[src/rtl/mem_stage.sv]
// mem_stage: memory-access stage of the five-stage RV32 pipeline.
// Drives the data-memory request/ready handshake, lane-steers store data,
// formats load data and produces the MEM/WB pipeline register.
// Optional feature: define MEM_MISALIGN_TRAP_EN to trap misaligned
// halfword/word accesses as bus errors instead of issuing them.
module mem_stage #(
  parameter int TIMEOUT_CYCLES = 16
) (
  input  logic        clk,
  input  logic        resetn,
  input  logic [31:0] aluResult,
  input  logic [31:0] aluOperand2,
  input  logic [4:0]  rd,
  input  logic [2:0]  funct3,
  input  logic        memRead,
  input  logic        memWrite,
  input  logic        memToReg,
  input  logic        regWrite,
  output logic        dmemReq,
  output logic        dmemWe,
  output logic [31:0] dmemAddr,
  output logic [31:0] dmemWdata,
  output logic [3:0]  dmemBe,
  input  logic [31:0] dmemRdata,
  input  logic        dmemReady,
  output logic        stall,
  output logic [31:0] readDataOut,
  output logic [31:0] aluResultOut,
  output logic [4:0]  rdOut,
  output logic        memToRegOut,
  output logic        regWriteOut,
  output logic        busErrOut
);

  // Counter must be able to hold TIMEOUT_CYCLES itself.
  localparam int CW = $clog2(TIMEOUT_CYCLES + 1);
  localparam logic [CW-1:0] TIMEOUT_VAL = CW'(TIMEOUT_CYCLES);

  typedef enum logic {
    ST_IDLE,
    ST_WAIT
  } state_t;

  state_t          state;
  logic [CW-1:0]   wait_cnt;

  logic [1:0]  lane;
  logic        is_byte;
  logic        is_half;
  logic        access;
  logic        misaligned;
  logic        complete;
  logic        timeout;
  logic        abort;
  logic        is_load;
  logic [31:0] shifted;
  logic [31:0] load_data;

  assign lane    = aluResult[1:0];
  assign access  = memRead | memWrite;
  assign is_load = memRead & ~memWrite;

  // Width decode; anything that is not a byte or halfword code is a word.
  always_comb begin
    is_byte = (funct3 == 3'b000) || (funct3 == 3'b100);
    is_half = (funct3 == 3'b001) || (funct3 == 3'b101);
  end

`ifdef MEM_MISALIGN_TRAP_EN
  assign misaligned = is_half ? lane[0] : (!is_byte && (lane != 2'b00));
`else
  assign misaligned = 1'b0;
`endif

  // Handshake and stall. The request stays up through WAIT because upstream
  // holds the instruction stable while stalled.
  assign dmemReq  = resetn & ((state == ST_WAIT) | (access & ~misaligned));
  assign complete = dmemReq & dmemReady;
  assign timeout  = (state == ST_WAIT) & ~dmemReady & (wait_cnt == TIMEOUT_VAL);
  assign abort    = timeout | (access & misaligned);
  assign stall    = resetn & access & ~complete & ~abort;

  assign dmemWe   = memWrite;
  assign dmemAddr = {aluResult[31:2], 2'b00};

  // Store lane steering: replicate data across lanes, enable only the target bytes.
  always_comb begin
    dmemWdata = aluOperand2;
    dmemBe    = 4'b1111;
    if (is_byte) begin
      dmemWdata = {4{aluOperand2[7:0]}};
      dmemBe    = 4'b0001 << lane;
    end else if (is_half) begin
      dmemWdata = {2{aluOperand2[15:0]}};
      dmemBe    = 4'b0011 << {lane[1], 1'b0};
    end
    if (!memWrite) begin
      dmemBe = 4'b0000;
    end
  end

  // Load formatting: halfwords select by lane[1] only, bytes by the full lane.
  always_comb begin
    if (is_half) begin
      shifted = dmemRdata >> {lane[1], 4'b0000};
    end else begin
      shifted = dmemRdata >> {lane, 3'b000};
    end
    case (funct3)
      3'b000:  load_data = {{24{shifted[7]}}, shifted[7:0]};
      3'b100:  load_data = {24'h000000, shifted[7:0]};
      3'b001:  load_data = {{16{shifted[15]}}, shifted[15:0]};
      3'b101:  load_data = {16'h0000, shifted[15:0]};
      default: load_data = dmemRdata;
    endcase
  end

  // Access FSM, wait counter and MEM/WB register (bubble on stall, error on abort).
  always_ff @(posedge clk) begin
    if (!resetn) begin
      state        <= ST_IDLE;
      wait_cnt     <= '0;
      readDataOut  <= '0;
      aluResultOut <= '0;
      rdOut        <= '0;
      memToRegOut  <= 1'b0;
      regWriteOut  <= 1'b0;
      busErrOut    <= 1'b0;
    end else begin
      case (state)
        ST_IDLE: begin
          if (dmemReq && !dmemReady) begin
            state    <= ST_WAIT;
            wait_cnt <= CW'(1);
          end
        end
        ST_WAIT: begin
          if (complete || timeout) begin
            state    <= ST_IDLE;
            wait_cnt <= '0;
          end else begin
            wait_cnt <= wait_cnt + CW'(1);
          end
        end
        default: begin
          state    <= ST_IDLE;
          wait_cnt <= '0;
        end
      endcase

      aluResultOut <= aluResult;
      rdOut        <= rd;
      if (abort) begin
        readDataOut <= '0;
        memToRegOut <= 1'b0;
        regWriteOut <= 1'b0;
        busErrOut   <= 1'b1;
      end else if (stall) begin
        readDataOut <= '0;
        memToRegOut <= 1'b0;
        regWriteOut <= 1'b0;
        busErrOut   <= 1'b0;
      end else begin
        readDataOut <= is_load ? load_data : 32'h0;
        memToRegOut <= memToReg;
        regWriteOut <= regWrite;
        busErrOut   <= 1'b0;
      end
    end
  end

endmodule

[config.mk]
export PLATFORM = sky130hd
export DESIGN_NAME = mem_stage
export DESIGN_NICKNAME = d
export VERILOG_FILES = /design/src/rtl/mem_stage.sv
export SDC_FILE = /design/constraint.sdc
export NUM_CORES = 1
export LEC_CHECK = 0
export ABC_AREA = 1
export CAP_MARGIN = 20
export CORE_ASPECT_RATIO = 1.1
export CORE_MARGIN = 4
export CORE_UTILIZATION = 35
export CTS_CLUSTER_SIZE = 12
export DETAILED_ROUTE_END_ITERATION = 16
export PLACE_DENSITY = 0.77
export SYNTH_ARGS = -nofsm -noshare
export SYNTH_HDL_FRONTEND = slang
export SYNTH_SLANG_ARGS = --single-unit
[constraint.sdc]
create_clock -name clk -period 1.7 [get_ports clk]
set_input_delay 0.17 -clock clk [delete_from_list [all_inputs] [get_ports clk]]
set_output_delay 0.17 -clock clk [all_outputs]
set_load 0.02 [all_outputs]
==> results by group <==
Timing
  – Skew final: 7.40 ps
  – Final setup vio count: 0
  – Slew Limit Fails: 0
  – Fmax: a little over 600 MHz
  – Setup TNS: 0 ps
  – Number of failing hold endpoints at the final stage: 0
  – RSZ-0062 raised after global routing: false
  – Fin crit share: 0.957
  – Final critical-path required period: 1630 ps

Hold path
  – Min-Delay Path Depth: 3
  – Worst Hold Class: in -> reg
  – Hold Path Sink: rdOut[4]
  – Hold path start: rd[4]

Clocking
  – CTS tree: built
  – Clock-pin slew on the worst setup and hold paths: 60 ps
  – Clock buffer depth: 2
  – Hold_buf cts: 0
  – Worst-Skew Late Latency: about 330 ps
  – CTS H-tree lvls: 3
  – Clock buffer count from CTS: 9
  – Clk sinks: a little under 80
  – Root Driver: clkbuf_16

Floorplanning
  – Row cnt: 40
  – Die extent in x: 110 um
  – Starting Density: 0.363
  – Die area: 0.0132 sq mm
  – Io pins: 254
  – Core area: between 0.01 and 0.015 sq mm
  – Die Y: ~120 um

Logic synthesis
  – Share of the synthesized area in the top cell type: 0.389
  – Sequential area share after synthesis: 0.389
  – Distinct cells, synth: 31
  – Synthesized area per cell: between 6 and 7 sq um
  – Synthesized flop and latch total: 78
  – Area leader, netlist: dfxtp_1
  – Synth Warn #: 0
  – Synthesized cell area: 0.00401 sq mm
  – Synth top area cells: dfxtp_1, nand2_1, buf_4, inv_1, nand3_1
  – Cells after Synth: 581

Pwr
  – Leakage power: roughly 3.4 nW
  – Max VDD drop: between 0.4 and 0.5 mV
  – Pwr dens: 784 mW/mm^2

Route
  – Routed Antenna Nets: 0
  – First DRT Iteration DRCs: 300
  – Met1 wire length: about 4.7 mm
  – Drc violations: 0
  – DR WL met2: 7.54 mm
  – Vias/cell: 4.69
  – WL/cell: 14.9 um
  – Drt pass-1 iters: 5
  – Met3 wire len: 1.75 mm
  – Final wirelength: 14.4 mm
  – Highest routed layer: met4
  – Via count: 4540

Layout
  – Final Cell Area: 0.00688 sq mm
  – Commonest non-fill, non-tap cell in the layout: clkdlybuf4s50_1
  – Filler cell count: 957
  – Share of cells above drive strength 1: 0.129
  – Number of diodes: 0
  – Fin nets: 928
  – Area delta synth->final: 71.5%
  – Commonest cells after routing, fill and taps aside: clkdlybuf4s50_1, nand2_1, inv_1

Place
  – HPWL Detailed: 11.6 mm
  – Placer's final routability congestion estimate: 0.848
  – Port Buffers: 251
  – DP Area: 0.00652 sq mm

Setup path
  – Critical path type: in -> out
  – Worst Setup SP: aluOperand2[5]
  – Worst reg-to-reg path cell count: 9
  – Worst r2r src: wait_cnt[1]
  – Worst Path Arrival: 1460 ps
  – Flop-to-flop setup slack: approximately 190 ps
  – Startpoint Class: input port
  – Reg2reg end: readDataOut[29]
  – Crit path capture type: output pin
  – Worst-path fanout max: 3
  – Req. time, crit path: 1530 ps

Global routing
  – First-pass GRT wire length: 21.6 mm
  – Antenna violations before repair: 0
  – Vias in the first global route: 4556
  – Global-route usage over all layers: 0.210
  – Grt ovf: 0
  – Pin count of the biggest net entering global routing: 42

Run
  – Max Cap Viol: 0

Run status
  – Outcome: completed
## sequential cells by signal, summed over array words and instances, names as in the netlist
register and cells:
readDataOut 32, wait_cnt 5, aluResultOut 32, rdOut 5, busErrOut 1, regWriteOut 1
memToRegOut 1, state 1
## cells in the mapped netlist
master	count
buf_2	6
nand3_2	3
nand3_4	3
nand3_1	59
o21ai_0	16
inv_4	1
o21a_1	8
conb_1	1
o21ai_2	1
buf_6	5
nand2_1	182
nand2_4	1
buf_4	44
a21oi_2	3
nand2_8	1
a211oi_1	3
or2_2	7
xor2_1	2
inv_6	1
nand2_2	1
inv_1	79
inv_2	2
clkinv_1	1
nand4_1	1
o211ai_1	7
ha_1	2
clkbuf_1	14
a21oi_1	20
nor2_1	27
dfxtp_1	78
nor3_1	2
## cell type report
class / count / area (sq um) / area share
clock buffer: 10 / 239 / 0.0347
clock inverter: 6 / 92.6 / 0.0135
inverter: 84 / 327 / 0.0475
multi-input combinational: 351 / 1680 / 0.244
sequential: 78 / 1560 / 0.227
tap: 147 / 184 / 0.0267
timing repair buffer: 291 / 2800 / 0.407
## per-stage QoR
step / cells / hold slack (ps) / utilization / setup WS [ps] / power (mW)
floorplan: 582 / 268 / - / 313 / 2.64
global placement: 947 / 467 / 0.590 / -532 / 3.33
detailed placement: 947 / 491 / 0.590 / -551 / 3.35
CTS: 967 / 358 / 0.620 / 0.0504 / 5.44
global route: 967 / 362 / 0.622 / 23.9 / 5.62
finish: 967 / 366 / 0.622 / 73.3 / 5.39
## layer usage
layer,up-vias,global-route usage
li1,2221,-
met1,2013,0.201
met2,278,0.403
met3,28,0.0614
met4,0,0.0912
met5,-,0
## critical path, cell delays in order
cell	delay [ps]
clkdlybuf4s50_1	540
buf_4	140
clkdlybuf4s50_1	610
## timing repair
action | 4_1_cts | 5_1_grt
gates cloned | 0 | 0
buffers inserted | 4 | 0
pin swaps | 1 | 1
gates resized for setup | 101 | 10
endpoints found under the setup margin | 47 | 31
## how the worst max path moves through the flow
stage | to | slack (ps) | depth (start not counted)
finish | dmemWdata[5] | 70 | 3
global route | dmemWdata[31] | 20 | 9
CTS | dmemWdata[12] | 0.05 | 9
detailed placement | dmemBe[3] | -550 | 6
global placement | dmemBe[3] | -530 | 6
floorplan | dmemWdata[10] | 310 | 6
## logic make-up (layout without fill, tap and decap cells)
family | Yosys count | count (layout) | synth area share
and+or+nand+nor | 287 | 287 | 0.314
buffers and inverters | 153 | 391 | 0.198
AOI/OAI and AO/OA | 58 | 58 | 0.0874
adders and majority gates | 2 | 2 | 0.00624
xor gates and xnor gates | 2 | 2 | 0.00437
DFF | 78 | 78 | 0.389
other | 1 | 2 | 0.000935
## where the power goes
part	internal (mW)	switching (mW)	total, mW
sequential	1.90	0.0203	1.92
clock	1.34	0.766	2.10
combinational	0.671	0.694	1.36
(Power assumes the default switching activity.)
